$ cat src/rtl/obstacle_spawner_pkg.sv
// ============================================================================
// Module      : dinorun_pkg
// Description : Shared types and constants for the obstacle spawner.
// Revision    : 1.0 - initial release
// ============================================================================
`default_nettype none

package dinorun_pkg;

    typedef enum logic [1:0] {
        SpIdle  = 2'd0,
        SpGap   = 2'd1,
        SpSpawn = 2'd2
    } spawner_state_e;

    // Galois feedback mask for x^16 + x^14 + x^13 + x^11 + 1
    localparam logic [15:0] c_LFSR_TAPS = 16'hB400;

    // An all-zero LFSR would lock up, so a zero seed becomes 1
    function automatic logic [15:0] eff_seed(input logic [15:0] seed);
        return (seed == 16'h0000) ? 16'h0001 : seed;
    endfunction

endpackage

`default_nettype wire

$ cat src/rtl/obstacle_spawner_lfsr.sv
// ============================================================================
// Module      : spawn_lfsr
// Description : 16-bit Galois LFSR that advances only when step_i is high.
// Revision    : 1.0 - initial release
// ============================================================================
`default_nettype none

module spawn_lfsr
    import dinorun_pkg::*;
#(
    parameter logic [15:0] SEED = 16'hACE1
) (
    input  logic        clk_i,
    input  logic        rst_ni,
    input  logic        step_i,
    output logic [15:0] state_o,
    output logic [15:0] next_o
);

    localparam logic [15:0] c_SEED = eff_seed(SEED);

    logic [15:0] r_state;
    logic [15:0] w_next;

    always_comb begin
        w_next = {1'b0, r_state[15:1]};
        if (r_state[0]) begin
            w_next = w_next ^ c_LFSR_TAPS;
        end
    end

    always_ff @(posedge clk_i) begin
        if (!rst_ni) begin
            r_state <= c_SEED;
        end else if (step_i) begin
            r_state <= w_next;
        end
    end

    assign state_o = r_state;
    assign next_o  = w_next;

endmodule

`default_nettype wire

$ cat src/rtl/obstacle_spawner.sv
// ============================================================================
// Module      : obstacle_spawner
// Description : Frame-rate obstacle scheduler: picks spawn timing and kind,
//               and supplies a per-frame random byte to the obstacles.
//               Optional macro SPAWNER_BIRD_EN enables bird selection.
// Revision    : 1.0 - initial release
// ============================================================================
`default_nettype none

module obstacle_spawner #(
    parameter int          MIN_GAP       = 40,
    parameter int          GAP_FLOOR     = 16,
    parameter int          RAND_GAP_BITS = 5,
    parameter int          BIRD_LEVEL    = 2,
    parameter logic [15:0] LFSR_SEED     = 16'hACE1
) (
    input  logic       clk_i,
    input  logic       rst_ni,
    input  logic       next_frame_i,
    input  logic       run_i,
    input  logic [3:0] level_i,
    output logic       cactus_spawn_o,
    output logic       bird_spawn_o,
    output logic [7:0] rand_o
);

    import dinorun_pkg::*;

    // Two guard bits above the LFSR width keep base + random extra from wrapping
    localparam int                 c_CNT_W     = 18;
    localparam logic [15:0]        c_SEED      = eff_seed(LFSR_SEED);
    localparam logic [c_CNT_W-1:0] c_MIN       = c_CNT_W'(MIN_GAP);
    localparam logic [c_CNT_W-1:0] c_FLOOR     = c_CNT_W'(GAP_FLOOR);
    localparam logic [c_CNT_W-1:0] c_MASK      = c_CNT_W'((32'd1 << RAND_GAP_BITS) - 32'd1);
    localparam logic [3:0]         c_BIRD_LVL  = 4'(BIRD_LEVEL);
`ifdef SPAWNER_BIRD_EN
    localparam logic               c_BIRD_EN   = 1'b1;
`else
    localparam logic               c_BIRD_EN   = 1'b0;
`endif

    spawner_state_e     r_state;
    logic [c_CNT_W-1:0] r_cnt;
    logic               r_cactus;
    logic               r_bird;
    logic [7:0]         r_rand;

    logic [15:0]        w_lfsr;
    logic [15:0]        w_lfsr_next;
    logic [c_CNT_W-1:0] w_dec;
    logic [c_CNT_W-1:0] w_base;
    logic [c_CNT_W-1:0] w_gap;
    logic               w_bird;

    spawn_lfsr #(
        .SEED    (c_SEED)
    ) u_lfsr (
        .clk_i   (clk_i),
        .rst_ni  (rst_ni),
        .step_i  (next_frame_i),
        .state_o (w_lfsr),
        .next_o  (w_lfsr_next)
    );

    // Compare before subtracting so a high level clamps instead of wrapping
    assign w_dec  = {{(c_CNT_W-5){1'b0}}, level_i, 1'b0};
    assign w_base = (c_MIN >= w_dec + c_FLOOR) ? (c_MIN - w_dec) : c_FLOOR;
    assign w_gap  = w_base + ({2'b00, w_lfsr} & c_MASK);
    assign w_bird = c_BIRD_EN && (level_i >= c_BIRD_LVL) && (w_lfsr[15:14] == 2'b11);

    always_ff @(posedge clk_i) begin
        if (!rst_ni) begin
            r_state  <= SpIdle;
            r_cnt    <= '0;
            r_cactus <= 1'b0;
            r_bird   <= 1'b0;
            r_rand   <= c_SEED[7:0];
        end else begin
            if (next_frame_i) begin
                r_rand <= w_lfsr_next[7:0];
            end
            if (!run_i) begin
                r_state  <= SpIdle;
                r_cnt    <= '0;
                r_cactus <= 1'b0;
                r_bird   <= 1'b0;
            end else if (next_frame_i) begin
                case (r_state)
                    SpIdle: begin
                        r_cnt   <= w_gap;
                        r_state <= SpGap;
                    end
                    SpGap: begin
                        if (r_cnt == '0) begin
                            r_state  <= SpSpawn;
                            r_bird   <= w_bird;
                            r_cactus <= !w_bird;
                        end else begin
                            r_cnt <= r_cnt - 1'b1;
                        end
                    end
                    SpSpawn: begin
                        r_cactus <= 1'b0;
                        r_bird   <= 1'b0;
                        r_cnt    <= w_gap;
                        r_state  <= SpGap;
                    end
                    default: begin
                        r_state <= SpIdle;
                    end
                endcase
            end
        end
    end

    assign cactus_spawn_o = r_cactus;
    assign bird_spawn_o   = r_bird;
    assign rand_o         = r_rand;

endmodule

`default_nettype wire

$ cat config.mk
export PLATFORM = sky130hd
export DESIGN_NAME = obstacle_spawner
export DESIGN_NICKNAME = d
export VERILOG_FILES = /design/src/rtl/obstacle_spawner_pkg.sv /design/src/rtl/obstacle_spawner_lfsr.sv /design/src/rtl/obstacle_spawner.sv
export SDC_FILE = /design/constraint.sdc
export NUM_CORES = 1
export LEC_CHECK = 0
export CAP_MARGIN = 10
export CORE_MARGIN = 2
export CORE_UTILIZATION = 51
export DETAILED_ROUTE_END_ITERATION = 8
export PLACE_DENSITY = 0.75
export SYNTH_ARGS = -nofsm -noshare
export SYNTH_HDL_FRONTEND = slang
export SYNTH_SLANG_ARGS = --single-unit
$ cat constraint.sdc
create_clock -name clk_i -period 2.7 [get_ports clk_i]
set_clock_uncertainty 0.2 [all_clocks]
set_input_delay 0.54 -clock clk_i [delete_from_list [all_inputs] [get_ports clk_i]]
set_output_delay 0.54 -clock clk_i [all_outputs]
set_load 0.005 [all_outputs]
# == Word-level counts from Yosys, hierarchy flattened ==
# Index checks and enable logic that the tools add are counted.
# classes
n_addsub,4
n_mul,0
div_mod_pow,0
magnitude_cmp,1
eq_ne,4
shift,0
mux,10
n_bitwise,1
reduce_logical,9
# op_table
op,count
$mux W18,2
$pmux W18 S2,1
$add A18 B5 Y18,1
$logic_not A18 Y1,1
$sub A18 B1 Y18 const B,1
$mux W16,1
$sub A6 B5 Y7 const A,1
$add A5 B5 Y6 const B,1
$ge A6 B6 Y1 const A,1
$reduce_and A3 Y1,2
$ne A2 B2 Y1 const B,2
$not A3 Y4,1
$pmux W1 S2,2
$pmux W2 S2,1
$reduce_and A2 Y1,2
$reduce_bool A2 Y1,2
$eq A2 B1 Y1 const B,1
$eq A2 B2 Y1 const B,1
$logic_not A2 Y1,1
$mux W1,2
$mux W2,1
$reduce_or A2 Y1,1
# word_totals
register_bits,46
latch_bits,0
ram_bits,0
mem_bits_ro,0
elab_cells,35
n_memories,0

# == Logic depth before layout (Yosys ltp) ==
# Gate-level depths: netlist of the first run.
# depth
ltp_word,5
depth_mapped,11
ltp_nobuf,11

# == Cells and area by module ==
# Synthesis of the first run repeated with hierarchy kept, for this count alone.
# hier_totals
hier_cells,264
area_unflattened_um2,2441.1
# modules_own_cells
mod,n_inst,cells_per_inst,area_per_inst_um2
obstacle_spawner,1,195,1707.9
spawn_lfsr,1,69,733.2

# == Worst setup path after synthesis of the first run ==
# Ideal clock, no wire load.
# synth_timing
path_type,input to register
from,in level_i[0]
to,reg r_cnt[5]
setup_time_ns,0.086
arrival_ns,2.349
required_ns,2.414
setup_slack_ns,0.065
cell_stages,11
path_buffers,0
path_cell_list,inv_1 > ha_1 > nor2b_1 > a21oi_1 > ha_1 > fa_1 > a21o_1 > a21oi_1 > xnor2_1 > mux2i_1 > a211oi_1
# synth_between
elab_chain_len,5
# synth_lines
item,line,text
from (decl),obstacle_spawner.sv:21,"input logic [3:0] level_i,"
$add A5 B5 Y6,obstacle_spawner.sv:67,assign w_base = (c_MIN >= w_dec + c_FLOOR) ? (c_MIN - w_dec) : c_FLOOR;
$ge A6 B6 Y1,obstacle_spawner.sv:67,
$mux W18 (*),obstacle_spawner.sv:67,
$add A18 B5 Y18 (*),obstacle_spawner.sv:68,"assign w_gap = w_base + ({2'b00, w_lfsr} & c_MASK);"
$pmux W18 S2 (*),obstacle_spawner.sv:88,case (r_state)
to (signal assigned),obstacle_spawner.sv:90,r_cnt <= w_gap;
to (signal assigned),obstacle_spawner.sv:99,r_cnt <= r_cnt - 1'b1;
to (signal assigned),obstacle_spawner.sv:105,r_cnt <= w_gap;
to (decl),obstacle_spawner.sv:43,logic [c_CNT_W-1:0] r_cnt;
# Mark *: on every way between the ends. The rest lies on a longest branch, timed or not.
# A chain may end at the register's enable or synchronous reset.

# == Worst setup path after layout of the first run ==
# layout_timing
from,in level_i[3]
to,reg r_cnt[5]
# Same word-level chain as after synthesis.

==> results of run 1 <==
## power breakdown
| part | internal, mW | leakage, nW | switching, mW |
|---|---|---|---|
| Combinational | 0.186 | 0.668 | 0.202 |
| Sequential | 0.576 | 0.302 | 0.0312 |
| Clock | 0.372 | 0.0687 | 0.215 |
## per-layer routing
metal / GRT usage [%] / up-vias
met5: 0 / -
met4: 8.42 / 0
met3: 5.67 / 6
met2: 31.6 / 27
met1: 27.3 / 769
li1: - / 838
## final cells by class
| type | count | area [µm²] |
|---|---|---|
| multi-input cells | 167 | 1240 |
| well taps | 50 | 62.6 |
| clock buffers | 5 | 68.8 |
| fillers | 316 | 1460 |
| repair buffers | 32 | 288 |
| inverters | 5 | 18.8 |
| clock inverters | 3 | 68.8 |
| flip-flops and latches | 37 | 741 |
## cell usage after synthesis (2+ instances only)
master | count | area, µm²
dfxtp_1 | 37 | 741
nand2_1 | 23 | 86.3
nor2_1 | 18 | 67.6
mux2i_1 | 14 | 140
a21oi_1 | 12 | 60.1
xor2_1 | 11 | 96.3
nor2b_1 | 10 | 62.6
buf_4 | 9 | 67.6
clkbuf_1 | 8 | 30.0
ha_1 | 7 | 87.6
nand4_1 | 7 | 43.8
inv_1 | 5 | 18.8
o211ai_1 | 5 | 37.5
o21ai_0 | 5 | 25.0
xnor2_1 | 5 | 43.8
nand3_1 | 4 | 20.0
or4_1 | 4 | 30.0
buf_1 | 3 | 11.3
nand2b_1 | 3 | 18.8
nor3_1 | 3 | 15.0
nor4_1 | 3 | 18.8
a21o_1 | 2 | 15.0
and2_1 | 2 | 12.5
mux2_2 | 2 | 22.5
## cells by family (layout without fill, tap and decap cells)
logic type | count (synthesis) | after routing | synth area share (%)
AOI/OAI and AO/OA | 39 | 39 | 13.0
xor gates and xnor gates | 16 | 16 | 6.83
adders and majority gates | 8 | 8 | 5.24
buffers and inverters | 26 | 45 | 6.46
DFF | 37 | 37 | 36.1
muxes | 16 | 16 | 7.93
other | 1 | 1 | 0.183
and+or+nand+nor | 87 | 87 | 24.2
## stage by stage
stage	setup WS, ns	cells
after floorplan	0.0651	230
after global placement	-0.454	289
after detailed placement	-0.498	289
after CTS	0.00512	297
after global routing	0.0402	299
final	0.151	299
## worst paths after layout
kind	end	slack, ns	cells past startpoint
max	r_cnt[5]	0.15	9
max reg2reg	r_cnt[0]	0.30	5
min	cactus_spawn_o	0.26	2
min reg2reg	cactus_spawn_o	0.26	2
## tightest hold or removal path, delay by kind of cell, from the launching register on
family             cells  cell delay [ns]
DFF                    1             0.31
and+or+nand+nor        1             0.05
AOI/OAI and AO/OA      1             0.05
## sequential cells by signal, summed over array words and instances, names as in the netlist
name / flops
r_state: 2
r_cnt: 18
rand_o: 7
u_lfsr.state_o: 9
cactus_spawn_o: 1
## what timing repair did
| action | CTS | global route |
|---|---|---|
| pin swaps | 2 | 6 |
| setup buffers | 0 | 2 |
| setup endpoints to repair | 3 | 2 |
| hold endpoints to repair | 0 | 0 |
| resized for setup | 10 | 7 |
==> results.py, run 1 <==
metrics = {
    "layout": {
        "areaGrowthSynthToFinish_pct": 21.2,
        "design_area_um2": 2490,
        "n_antenna_cell": 0,
        "final_cell_mix": "37 x dfxtp_1, 23 x nand2_1, 18 x nor2_1, 16 x buf_4, 14 x mux2i_1",
        "drive_gt1_share_pct": 18.1,
        "final_common_cell": "dfxtp_1",
        "fin_util_pct": 63.1,
        "nets": 264,
    },
    "power": {
        "leakage_nw": 1.04,
        "power_mw": 1.58,
        "vdd_drop_max_mv": 0.397,
        "p_per_area_nw_per_um2": 636,
    },
    "global_route": {
        "grt_max_degree": 22,
        "grt_use_total_pct": 20.6,
        "grt_pass1_vias": 1481,
        "grt_pass1_wl_um": 6970,
        "grt.overflow.total": 0,
        "antenna_found_initial": 0,
    },
    "clocking": {
        "cts_max_level": 2,
        "clockBufferDepth": 2,
        "ctsHoldBuffers": 0,
        "cts_tree": "done",
        "clk_pin_slew_ns": 0.08,
        "insertion_delay_ns": 0.30,
        "numCtsBuffers": 5,
        "clock-root-buffer": "clkbuf_8",
        "cts.sinks": 37,
    },
    "hold_path": {
        "hp-class": "reg -> reg",
        "min_from": "cactus_spawn_o",
    },
    "logic_synthesis": {
        "synth_area_um2": 2050,
        "yosys_warnings": 0,
        "synth-main-ff-cell": "dfxtp_1",
        "yosys.cell_types.count": 52,
        "synthCells": 230,
        "synth-edff-count": 0,
        "synth_seq_area_share_pct": 36.1,
        "async_reset_ff_share_pct": 0,
        "ys_seq_elements": 37,
        "avgSynthCellArea_um2": 8.92,
        "syn_nets": 246,
    },
    "critical_path": {
        "cp_slowest_cell": "clkdlybuf4s50_1",
        "critPathKind": "in -> reg",
        "worstPathMaxFanout": 6,
        "cp.arrival_ns": 2.57,
        "worst-path-buf-inv": 1,
        "crit_path_end_kind": "flop",
        "path_cells": "clkdlybuf4s50_1 -> a21oi_2 -> ha_2 -> fa_2 -> a21o_1 -> a21oi_2 -> xnor2_1 -> mux2i_1 -> a211oi_1",
        "crit_start": "level_i[3]",
        "cp-start-kind": "input pin",
        "path_common_cell": "a21oi_2",
        "crit_family": "buffers and inverters",
        "crit_path_max_incr_delay_ns": 0.65,
        "r2r-start": "r_cnt[4]",
        "required_ns": 2.72,
    },
    "route": {
        "drc": 0,
        "met2RoutedLength_um": 1940,
        "antenna_left": 0,
        "dr_total_vias": 1640,
        "drtIter0Drc": 92,
        "wirelength_um": 4250,
        "drt-vias-per-instance": 5.48,
        "wl_per_cell_um": 14.2,
        "met1Wirelength_um": 2130,
        "route.met3.wl_um": 131,
        "first_pass_iters": 4,
        "highest_layer": "met4",
    },
    "sta": {
        "period_share_pct": 94.4,
        "setup_tns_ns": 0,
        "rsz0062_at_grt": "no",
        "max_freq_mhz": 392,
        "period_needed_ns": 2.55,
        "hold_viol_final": 0,
        "setup_violations": 0,
        "whs_ns": 0.262,
        "drv_slew": 0,
    },
    "placed_design": {
        "gp_congestion": 0.806,
        "dp_hpwl_um": 2930,
        "io_buffers": 16,
        "place_area_um2": 2270,
    },
    "floorplanning": {
        "initial_core_util_pct": 52.0,
        "core-area_um2": 3940,
        "row_count": 23,
        "dieArea_um2": 4550,
        "io_pins": 18,
        "die_height_um": 67.4,
        "die_w_um": 67.4,
    },
    "status": {
        "run_status": "finished, final reports clean",
    },
    "job": {
        "maxCapViolations": 0,
    },
}
Power figures use the tool's default switching activity.
==> run 2, diff against run 1 <==
Settings changed: CORE_MARGIN 2 to 8, RECOVER_POWER from default to 100.
==> results.py, run 2 (synthesis gave the netlist of run 1 again) <==
metrics = {
    "global_route": {
        "grt_max_degree": 24,
        "antenna_found_initial": 0,
        "grt_use_total_pct": 13.7,
        "grt_pass1_wl_um": 6930,
        "grt_pass1_vias": 1546,
        "grt.overflow.total": 0,
    },
    "clocking": {
        "clockBufferDepth": 2,
        "clock-root-buffer": "clkbuf_8",
        "insertion_delay_ns": 0.29,
        "clk_pin_slew_ns": 0.08,
        "cts_max_level": 2,
        "numCtsBuffers": 5,
        "ctsHoldBuffers": 0,
        "cts_tree": "done",
        "cts.sinks": 37,
    },
    "floorplanning": {
        "dieArea_um2": 6310,
        "die_w_um": 79.4,
        "io_pins": 18,
        "initial_core_util_pct": 52.0,
        "row_count": 23,
        "die_height_um": 79.4,
        "core-area_um2": 3940,
    },
    "critical_path": {
        "crit_end": "r_cnt[4]",
        "required_ns": 2.72,
        "crit_start": "level_i[0]",
        "cp.arrival_ns": 2.57,
        "cp-start-kind": "input pin",
        "reg2reg_depth": 5,
        "r2r-start": "r_cnt[4]",
        "critPathKind": "in -> reg",
        "crit_path_end_kind": "flop",
        "worstPathMaxFanout": 2,
        "reg2reg_to": "r_cnt[12]",
        "reg2reg_setup_slack_ns": 0.18,
    },
    "sta": {
        "worstMarginPinSlew_ns": 0.505,
        "setup_violations": 0,
        "max_freq_mhz": 392,
        "rsz0062_at_grt": "no",
        "period_share_pct": 94.5,
        "setup_tns_ns": 0,
        "hold_viol_final": 0,
        "drv_slew": 0,
        "slew_headroom_pct": 66.3,
        "whs_ns": 0.282,
        "period_needed_ns": 2.55,
    },
    "layout": {
        "nets": 265,
        "multi_input_area_um2": 1210,
        "top_register": "r_cnt",
        "final_cell_mix": "37 x dfxtp_1, 23 x nand2_1, 18 x nor2_1, 16 x buf_4, 14 x mux2i_1",
        "finalNonFillerCells": 300,
        "ff_latch_area_um2": 741,
        "drive_gt1_share_pct": 16.0,
        "final_common_cell": "dfxtp_1",
        "design_area_um2": 2430,
        "nFillCells": 325,
        "n_antenna_cell": 0,
        "areaGrowthSynthToFinish_pct": 18.6,
        "largest_register_ffs": 18,
    },
    "power": {
        "p_per_area_nw_per_um2": 596,
        "power_mw": 1.45,
        "vdd_drop_max_mv": 0.489,
        "leakage_nw": 1.02,
    },
    "placed_design": {
        "placed_cells": 288,
        "dp_hpwl_um": 3020,
        "place_area_um2": 2260,
        "gp_congestion": 0.822,
        "io_buffers": 16,
    },
    "hold_path": {
        "hp-class": "reg -> reg",
        "hold_depth": 2,
    },
    "route": {
        "drc": 0,
        "dr_total_vias": 1655,
        "drt-vias-per-instance": 5.52,
        "antenna_left": 0,
        "first_pass_iters": 4,
        "wirelength_um": 4320,
        "wl_per_cell_um": 14.4,
        "drtIter0Drc": 128,
    },
    "job": {
        "maxCapViolations": 0,
    },
    "status": {
        "run_status": "finished, final reports clean",
    },
}
[run 2: changes by cell type in the layout (fill, tap and decap cells not counted), moves of 2 or more]
cell | previous run | this run
dlygate4sd2_1 | 0 | 2
clkdlybuf4s50_1 | 13 | 2
dlygate4sd3_1 | 0 | 10
and2_1 | 2 | 0
and2_0 | 0 | 2
[run 2: area by class of cell]
class	count	share of cell area, %
clock buffer	5	2.83
clock inverter	3	1.90
inverter	5	0.771
multi-input combinational	167	49.7
sequential	37	30.4
tap	50	2.57
timing repair buffer	33	11.8
[run 2: stage by stage]
stage / worst slack, ns / util [%]
after CTS: 0.108 / 61.3
final: 0.148 / 61.7
after global routing: 0.00355 / 61.7
after floorplan: 0.0651 / -
after global placement: -0.455 / 57.3
after detailed placement: -0.578 / 57.3
[run 2: critical path: stages]
cell	delay [ns]
dlygate4sd2_1	0.25
inv_1	0.11
ha_4	0.16
nor2b_4	0.04
buf_4	0.14
a21boi_4	0.17
ha_1	0.26
a21o_1	0.18
a21oi_2	0.17
xor2_1	0.07
or4_1	0.39
o21ai_1	0.09
[run 2: what timing repair did]
action / 4_1_cts / 5_1_grt
gates resized for setup: 11 / 6
setup endpoints to repair: 4 / 2
pin swaps: 9 / 2
buffers inserted: 3 / 1
[run 2: power by group]
part	internal, mW	switching (mW)	leakage [nW]
registers	0.576	0.0339	0.302
logic	0.168	0.192	0.660
clock network	0.276	0.203	0.0543
[run 2: how the worst min path moves through the flow]
stage / start / to / slack, ns
global placement: u_lfsr.state_o[15] / u_lfsr.state_o[15] / 0.26
CTS: u_lfsr.state_o[15] / u_lfsr.state_o[15] / 0.28
detailed placement: u_lfsr.state_o[15] / u_lfsr.state_o[15] / 0.26
floorplan: u_lfsr.state_o[15] / u_lfsr.state_o[15] / 0.24
global route: r_cnt[10] / r_cnt[10] / 0.31
finish: u_lfsr.state_o[15] / u_lfsr.state_o[15] / 0.28
[run 2: per-layer routing]
layer | global-route usage (%) | vias to the layer above | share of wire [%]
met5 | 0 | - | 0
met4 | 6.11 | 0 | 1.5
met3 | 4.28 | 8 | 4.5
met2 | 20.3 | 37 | 46
met1 | 17.6 | 765 | 48
li1 | - | 845 | -
